### src/rtl/io_read_ctrl_pkg.sv
// Shared types and constants for the IO read controller: FSM state encoding,
// device address map and the data word returned on a keypad timeout.
package io_read_ctrl_pkg;

    typedef enum logic [1:0] {
        ST_IDLE    = 2'd0,
        ST_WAIT_KP = 2'd1,
        ST_ACK     = 2'd2,
        ST_RELEASE = 2'd3
    } rd_state_e;

    localparam logic [1:0]  ADDR_SW      = 2'd0;
    localparam logic [1:0]  ADDR_KP      = 2'd1;
    localparam logic [1:0]  ADDR_BTN     = 2'd2;
    localparam logic [1:0]  ADDR_NONE    = 2'd3;

    localparam logic [15:0] TIMEOUT_DATA = 16'hFFFF;
    localparam logic [15:0] UNMAPPED_DATA = 16'h0000;

    // Zero-extend a keypad key code to a full read word.
    function automatic logic [15:0] kp_word(input logic [3:0] code);
        return {12'h000, code};
    endfunction

    // Zero-extend the five button levels to a full read word.
    function automatic logic [15:0] btn_word(input logic [4:0] btn);
        return {11'b000_0000_0000, btn};
    endfunction

endpackage

### src/rtl/io_read_ctrl_if.sv
// CPU-side IO read bus: request/address from the CPU, data/ack/err back.
// master = CPU side, slave = io_read_ctrl side.
interface io_read_ctrl_if;

    logic        req;
    logic [1:0]  addr;
    logic [15:0] rdata;
    logic        ack;
    logic        err;

    modport master (
        output req,
        output addr,
        input  rdata,
        input  ack,
        input  err
    );

    modport slave (
        input  req,
        input  addr,
        output rdata,
        output ack,
        output err
    );

endinterface

### src/rtl/io_read_ctrl_sync.sv
// Multi-stage level synchronizer (io_sync) for asynchronous inputs; only the
// last stage is exposed. Synchronous active-low reset clears every stage.
module io_sync #(
    parameter int unsigned WIDTH  = 1,
    parameter int unsigned STAGES = 2
) (
    input  logic             clk,
    input  logic             reset,
    input  logic [WIDTH-1:0] d_i,
    output logic [WIDTH-1:0] q_o
);

    logic [STAGES-1:0][WIDTH-1:0] stage_q;

    // Shift chain: stage 0 captures the raw input, each later stage follows.
    always_ff @(posedge clk) begin
        if (!reset) begin
            stage_q <= {(STAGES*WIDTH){1'b0}};
        end else begin
            stage_q[0] <= d_i;
            for (int i = 1; i < int'(STAGES); i++) begin
                stage_q[i] <= stage_q[i-1];
            end
        end
    end

    assign q_o = stage_q[STAGES-1];

endmodule

### src/rtl/io_read_ctrl.sv
// IO read controller: serves CPU reads of switches, keypad and buttons with a
// four-state handshake FSM. Optional keypad wait timeout: IOREAD_TIMEOUT_EN.
module io_read_ctrl
    import io_read_ctrl_pkg::*;
#(
    parameter int unsigned TIMEOUT_CYCLES = 1024,
    parameter int unsigned SYNC_STAGES    = 2
) (
    input  logic                 clk,
    input  logic                 reset,
    io_read_ctrl_if.slave        bus,
    input  logic [15:0]          sw_in,
    input  logic [4:0]           btn_in,
    input  logic                 kp_valid,
    input  logic [3:0]           kp_code,
    output logic                 kp_pop
);

    rd_state_e   state_q;
    rd_state_e   state_d;
    logic [15:0] rdata_q;
    logic [15:0] rdata_d;
    logic        err_q;
    logic        err_d;
    logic [15:0] sw_sync_s;
    logic [4:0]  btn_sync_s;
    logic        tmo_expired_s;

    io_sync #(
        .WIDTH  (16),
        .STAGES (SYNC_STAGES)
    ) u_sw_sync (
        .clk   (clk),
        .reset (reset),
        .d_i   (sw_in),
        .q_o   (sw_sync_s)
    );

    io_sync #(
        .WIDTH  (5),
        .STAGES (SYNC_STAGES)
    ) u_btn_sync (
        .clk   (clk),
        .reset (reset),
        .d_i   (btn_in),
        .q_o   (btn_sync_s)
    );

`ifdef IOREAD_TIMEOUT_EN
    localparam int unsigned CNT_W = (TIMEOUT_CYCLES > 1) ? $clog2(TIMEOUT_CYCLES) : 1;

    logic [CNT_W-1:0] cnt_q;
    logic [CNT_W-1:0] cnt_d;

    // Wait counter: runs only while parked in WAIT_KP, cleared elsewhere.
    always_comb begin
        cnt_d = {CNT_W{1'b0}};
        if (state_q == ST_WAIT_KP) begin
            cnt_d = cnt_q + {{(CNT_W-1){1'b0}}, 1'b1};
        end else begin
            cnt_d = {CNT_W{1'b0}};
        end
    end

    // Wait counter register.
    always_ff @(posedge clk) begin
        if (!reset) begin
            cnt_q <= {CNT_W{1'b0}};
        end else begin
            cnt_q <= cnt_d;
        end
    end

    assign tmo_expired_s = (state_q == ST_WAIT_KP) &&
                           (cnt_q == CNT_W'(TIMEOUT_CYCLES - 1));
`else
    localparam int unsigned unused_timeout_cycles = TIMEOUT_CYCLES;

    assign tmo_expired_s = 1'b0;
`endif

    // State register together with the read-data and error holding registers.
    always_ff @(posedge clk) begin
        if (!reset) begin
            state_q <= ST_IDLE;
            rdata_q <= 16'h0000;
            err_q   <= 1'b0;
        end else begin
            state_q <= state_d;
            rdata_q <= rdata_d;
            err_q   <= err_d;
        end
    end

    // Next-state logic; rdata/err only change on the loading transitions.
    always_comb begin
        state_d = state_q;
        rdata_d = rdata_q;
        err_d   = err_q;
        case (state_q)
            ST_IDLE: begin
                if (bus.req) begin
                    case (bus.addr)
                        ADDR_SW: begin
                            rdata_d = sw_sync_s;
                            err_d   = 1'b0;
                            state_d = ST_ACK;
                        end
                        ADDR_BTN: begin
                            rdata_d = btn_word(btn_sync_s);
                            err_d   = 1'b0;
                            state_d = ST_ACK;
                        end
                        ADDR_KP: begin
                            state_d = ST_WAIT_KP;
                        end
                        default: begin
                            rdata_d = UNMAPPED_DATA;
                            err_d   = 1'b1;
                            state_d = ST_ACK;
                        end
                    endcase
                end else begin
                    state_d = ST_IDLE;
                end
            end
            ST_WAIT_KP: begin
                // A dropped request wins over a key; a key wins over expiry.
                if (!bus.req) begin
                    state_d = ST_IDLE;
                end else if (kp_valid) begin
                    rdata_d = kp_word(kp_code);
                    err_d   = 1'b0;
                    state_d = ST_ACK;
                end else if (tmo_expired_s) begin
                    rdata_d = TIMEOUT_DATA;
                    err_d   = 1'b1;
                    state_d = ST_ACK;
                end else begin
                    state_d = ST_WAIT_KP;
                end
            end
            ST_ACK: begin
                state_d = ST_RELEASE;
            end
            ST_RELEASE: begin
                if (bus.req) begin
                    state_d = ST_RELEASE;
                end else begin
                    state_d = ST_IDLE;
                end
            end
            default: begin
                state_d = ST_IDLE;
            end
        endcase
    end

    // Outputs decoded from registered state; kp_pop must coincide with the load.
    always_comb begin
        bus.rdata = rdata_q;
        bus.ack   = (state_q == ST_ACK);
        bus.err   = (state_q == ST_ACK) && err_q;
        kp_pop    = reset && (state_q == ST_WAIT_KP) && bus.req && kp_valid;
    end

endmodule

### src/flat_wrapper.sv
// flat-port wrapper written by rule: the top's interface ports become plain ports
module io_read_ctrl_flat import io_read_ctrl_pkg::*;
#(
    parameter int unsigned TIMEOUT_CYCLES = 1024,
    parameter int unsigned SYNC_STAGES    = 2
)
  (clk, reset, sw_in, btn_in, kp_valid, kp_code, kp_pop, bus_req, bus_addr, bus_rdata, bus_ack, bus_err);
  io_read_ctrl_if bus_i ();
  input  logic clk;
  input  logic reset;
  input  logic [15:0] sw_in;
  input  logic [4:0] btn_in;
  input  logic kp_valid;
  input  logic [3:0] kp_code;
  output logic kp_pop;
  input wire logic [$bits(bus_i.req)-1:0] bus_req;
  input wire logic [$bits(bus_i.addr)-1:0] bus_addr;
  output wire logic [$bits(bus_i.rdata)-1:0] bus_rdata;
  output wire logic [$bits(bus_i.ack)-1:0] bus_ack;
  output wire logic [$bits(bus_i.err)-1:0] bus_err;
  assign bus_i.req = bus_req;
  assign bus_i.addr = bus_addr;
  assign bus_rdata = bus_i.rdata;
  assign bus_ack = bus_i.ack;
  assign bus_err = bus_i.err;
  io_read_ctrl #(.TIMEOUT_CYCLES(TIMEOUT_CYCLES), .SYNC_STAGES(SYNC_STAGES)) u_core (.clk(clk), .reset(reset), .bus(bus_i), .sw_in(sw_in), .btn_in(btn_in), .kp_valid(kp_valid), .kp_code(kp_code), .kp_pop(kp_pop));
endmodule
### config.mk
export PLATFORM = sky130hd
export DESIGN_NAME = io_read_ctrl_flat
export DESIGN_NICKNAME = d
export VERILOG_FILES = /design/src/rtl/io_read_ctrl_pkg.sv /design/src/rtl/io_read_ctrl_if.sv /design/src/rtl/io_read_ctrl_sync.sv /design/src/rtl/io_read_ctrl.sv /design/src/flat_wrapper.sv
export SDC_FILE = /design/constraint.sdc
export NUM_CORES = 1
export LEC_CHECK = 0
export CAP_MARGIN = 10
export CELL_PAD_IN_SITES_DETAIL_PLACEMENT = 1
export CELL_PAD_IN_SITES_GLOBAL_PLACEMENT = 1
export CORE_MARGIN = 2
export CORE_UTILIZATION = 34
export CTS_CLUSTER_DIAMETER = 40
export CTS_CLUSTER_SIZE = 28
export DETAILED_ROUTE_END_ITERATION = 8
export GPL_TIMING_DRIVEN = 0
export PLACE_DENSITY_LB_ADDON = 0.1
export RECOVER_POWER = 25
export SKIP_LAST_GASP = 1
export SLEW_MARGIN = 20
export SYNTH_ARGS = -nofsm -noshare
export SYNTH_HDL_FRONTEND = slang
export SYNTH_HIERARCHICAL = 1
export SYNTH_SLANG_ARGS = --single-unit
### constraint.sdc
create_clock -name clk -period 1.2 [get_ports clk]
set_input_delay 0.24 -clock clk [delete_from_list [all_inputs] [get_ports clk]]
set_output_delay 0.24 -clock clk [all_outputs]
set_load 0.02 [all_outputs]
======== Yosys cells after proc, flatten, opt, wreduce, memory -nomap -nowiden ========
Cells that the tools add are included.
operators by class
  divide/modulo/power cells ............... 0
  eq/ne operators ......................... 9
  bitwise gates (word level) .............. 0
  multipliers ............................. 0
  $lt $le $gt $ge ......................... 0
  shift-type cells ........................ 0
  reductions and logical operators ........ 9
  add/sub/neg operators ................... 0
  mux-type cells .......................... 16
operators by type and width
  operator                                                                count
  16-bit 2-to-1 mux                                                       3
  16-bit one-hot mux with 3 select lines                                  1
  16-bit one-hot mux with 2 select lines                                  1
  2-bit 2-to-1 mux                                                        5
  2-bit inequality test (second input constant)                           4
  2-bit one-hot mux with 4 select lines                                   1
  2-bit equality test (second input constant)                             3
  5-bit AND reduction                                                     1
  2-bit by 1-bit equality test with 1-bit output (second input constant)  2
  1-bit logical AND                                                       4
  2-bit zero test                                                         2
  1-bit one-hot mux with 2 select lines                                   2
  1-bit 2-to-1 mux                                                        3
  2-bit nonzero test                                                      1
  2-bit OR reduction                                                      1
word-level totals
  logic and storage cells ................. 41
  bits in latches ......................... 0
  memories kept ........................... 0
  bits in read-only memories .............. 0
  register bits after elaboration ......... 61
  memory bits (writable) .................. 0
  input bits .............................. 31

======== Logic depth before layout (Yosys ltp) ========
  depth after elaboration ................. 5
  mapped depth ............................ 6
  mapped depth without buffers ............ 4

======== Modules after synthesis ========
Netlist, hierarchy kept.
by module, submodules not included
  module                        area each (µm²)  cells each  instances
  io_sync at u_core.u_sw_sync   1,016.0          83          1
  io_read_ctrl                  880.8            84          1
  io_sync at u_core.u_btn_sync  300.3            25          1

======== Worst setup path before layout ========
OpenSTA, ideal clock, no wires.
  path kind ............................... reg-to-output
  from .................................... register u_core.state_q[0]
  to ...................................... output port kp_pop
  arrival time ............................ 1.070 ns
  setup slack ............................. -0.110 ns
  required time ........................... 0.960 ns
  cell stages (with the launch flop) ...... 4
  cell sequence ........................... dfxtp_1 -> nor2b_2 -> buf_2 -> and4_1
on the way
  longest elaborated chain between the ends .. 4
ends and longest elaborated chain
  what                                            RTL line             source
  start: declaration                              io_read_ctrl.sv:19   rd_state_e state_q;
  start signal: assignment                        io_read_ctrl.sv:89   state_q <= state_d;
  2-bit by 1-bit equality test with 1-bit output  io_read_ctrl.sv:164  kp_pop = reset && (state_q == ST_WAIT_KP) && bus.req && kp_valid;
  1-bit logical AND (3 in series)                 io_read_ctrl.sv:164
  end: declaration                                flat_wrapper.sv:15   output logic kp_pop;
No other way between the ends.

======== Worst setup path in the final report ========
  from .................................... register u_core.state_q[1]
  to ...................................... register u_core.rdata_q[14], in the netlist u_core/bus.rdata[14]
on the way
  longest elaborated chain between the ends .. 3
ends and longest elaborated chain
  what                                                                                      RTL line             source
  2-bit by 1-bit equality test with 1-bit output / 2-bit zero test (equally long branches)  io_read_ctrl.sv:100  case (state_q)
  2-bit inequality test (no source line) / 2-bit nonzero test (equally long branches)       -
  5-bit AND reduction (no source line)                                                      -
  end signal: assignment                                                                    io_read_ctrl.sv:90   rdata_q <= rdata_d;
  end: declaration                                                                          io_read_ctrl.sv:21   logic [15:0] rdata_q;
Several ways; a longest one is shown, not always the timed one.
A chain may end at the register's enable or synchronous reset.

==> results.cfg <==
[critical_path]
worstPathRequired_ps = 1430
cp_max_fo = 5
crit_end = u_core/bus.rdata[14]
reg2reg_slack_ps = -230
crit_start = u_core/state_q[1]
r2r-end = u_core/bus.rdata[14]
critPathKind = flip-flop to flip-flop
startpoint_type = flip-flop
timing.rr.start = u_core/state_q[1]
rr_worst_depth = 5
arrival_ps = 1660
end_kind = flip-flop

[power]
power.switching_mw = 1.073
total_power_mw = 4.805
irDropWorstVdd_uv = 712.8
clockPowerShare = 0.436
p_comb_frac = 0.115
switching_share = 0.2233
internal_power_mw = 3.733
leakagePower_nw = 1.342
power_density_nw_per_um2 = 1579
p_seq_frac = 0.449

[sta]
fin_ws_ps = -229.7
min_period_over_period = 1.191
setup_tns_ps = -3682
hold_viol_final = 0
rsz0062_at_grt = yes
slew_violations = 0
fin_crit_ps = 1430
setup_viol = 20
worst_pin_slew_ps = 307.4
max_freq_mhz = 699.5
slew_headroom = 0.7935
clock_skew_ps = 10.89

[run_status]
violations = setup timing
status = finished with violations

[die]
dieWidth_um = 84.39
die-area_um2 = 7121
rows = 29
core-area_um2 = 6314
ios = 50
dieHeight_um = 84.39
initial_core_util = 0.3480

[detailed_routing]
avgViaCountPerCell = 4.267
routedWlPerCell_um = 12.75
dr.pass1.iters = 3
final_antenna_net_count = 0
num_vias = 1455
drc = 0
routed_wirelength_um = 4348
drtIter0Drc = 19

[grt]
grt_pass1_wl_um = 7058
grt_overflow = 0
grtUsageTotal = 0.1302
first_global_vias = 1480
antenna_found_initial = 0
grt_start_max_net_pins = 18

[place]
post_dp_cell_area_um2 = 2778
place_hpwl_um = 2862
gp_congestion = 0.6660
port_buffers = 47
preCtsSetupSlack_ps = -1392

[synth]
synth_fp_nets = 223
yosysWarnings = 6
syn_inst = 192
ys_ff_latch = 61
synth_flop_cell = dfxtp_1
ys_seq_area_frac = 0.5558
synth-async-reset-ratio = 0
synth_edf_count = 0
syn_area_per_cell_um2 = 11.44
synth.cell_area_um2 = 2197
ys_types = 28

[clock_tree]
cts_tree = done
clk_latency_ps = 330
clockBufferDepth = 2
clock_tree.root_cell = clkbuf_8
clk_pin_slew_ps = 70
htree_levels = 3
numCtsBuffers = 9
clock_sinks = 61

[finish]
final_common_cell = dfxtp_1
nNetsFinal = 290
layout_common_cells = dfxtp_1 (59), and2_2 (32), buf_4 (26)
drive_gt1_frac = 0.4659
nFillCells = 709
area.growth.synth_to_final_pct = 38.55
diodes = 0
utilization = 0.4822
final_cell_area_um2 = 3044

[run]
drv_cap = 0

[worst_hold_path]
hold_class = primary input to flip-flop
==> routing by layer <==
metal  vias up  routed length [um]  global-route usage
li1        745                   -                   -
met1       669                2037              0.1613
met2        34                2073              0.2027
met3         7                 181             0.04425
met4         0                  56             0.06494
met5         -                   0                   0
==> final cells by class <==
cell class,instances,area [um2],share of cell area
repair buffers,57,481.7,0.1582
clock inverters,5,81.33,0.02672
plain buffers,30,241.5,0.07933
flip-flops and latches,61,1229,0.4036
clock buffers,11,151.4,0.04973
well taps,77,96.34,0.03165
inverters,1,3.754,0.001233
multi-input cells,99,759.5,0.2495
==> critical path: stages, from the launching register on <==
cell and delay (ps):
dfxtp_4 370, buf_6 130, nor4_4 350, nor2b_2 120, buf_6 150, a22o_1 210
==> worst min path at each step <==
stage	startpoint	end	cells past startpoint
finish	bus_addr[0]	u_core/bus.rdata[0]	4
global route	bus_addr[0]	u_core/bus.rdata[2]	4
CTS	bus_addr[0]	u_core/bus.rdata[0]	4
detailed placement	u_core/u_btn_sync/stage_q[3]	u_core/u_btn_sync/q_o[3]	1
global placement	u_core/u_btn_sync/stage_q[2]	u_core/u_btn_sync/q_o[2]	1
floorplan	reset	u_core/u_btn_sync/q_o[0]	1
==> sequential cells by signal, indices dropped and copies added, names as in the netlist <==
| signal | count |
|---|---|
| u_core/u_btn_sync/stage_q | 5 |
| u_core/bus.rdata | 16 |
| u_core/state_q | 2 |
| u_core/err_q | 1 |
| u_core/u_sw_sync/stage_q | 16 |
| u_core/u_btn_sync/q_o | 5 |
| u_core/u_sw_sync/q_o | 16 |
==> synth_stat cells, types with 2 or more instances <==
master / number / area (um2)
buf_4: 21 / 157.7
mux2i_1: 7 / 70.07
and2_1: 13 / 81.33
a21oi_1: 10 / 50.05
and2_2: 32 / 240.2
a22o_1: 10 / 87.58
clkbuf_2: 3 / 15.01
o21ai_0: 6 / 30.03
nor2b_2: 2 / 17.52
dfxtp_1: 61 / 1221
buf_6: 4 / 45.04
nor3_1: 5 / 25.02
nor2b_1: 3 / 18.77
==> cells by family (layout without fill, tap and decap cells) <==
logic type,count (synthesis),after routing,share of synthesized area
and+or+nand+nor,63,63,0.2130
muxes,7,7,0.03189
AOI/OAI and AO/OA,29,29,0.08827
buffers and inverters,32,104,0.1110
DFF,61,61,0.5558
==> repair_timing <==
action,in CTS,in global routing
endpoints found under the hold margin,0,0
gates cloned,1,1
hold buffers,0,0
pin swaps,2,0
buffers inserted,5,3
endpoints found under the setup margin,68,32
resized for setup,85,22
==> power groups by stage <==
stage / clock network [mW] / logic [mW] / registers (mW)
floorplan: 0 / 0.265 / 2.22
global placement: 0 / 0.476 / 2.21
detailed placement: 0 / 0.483 / 2.21
CTS: 2.14 / 0.541 / 2.15
global route: 2.26 / 0.602 / 2.17
finish: 2.10 / 0.552 / 2.16
==> per-stage QoR <==
step	std cells	hold WS (ps)
6_report	341	287.8
5_1_grt	341	285.0
4_1_cts	338	273.7
3_5_place_dp	316	421.4
3_3_place_gp	316	414.2
2_1_floorplan	192	361.7
No activity file was read; power rests on OpenSTA's default activity.
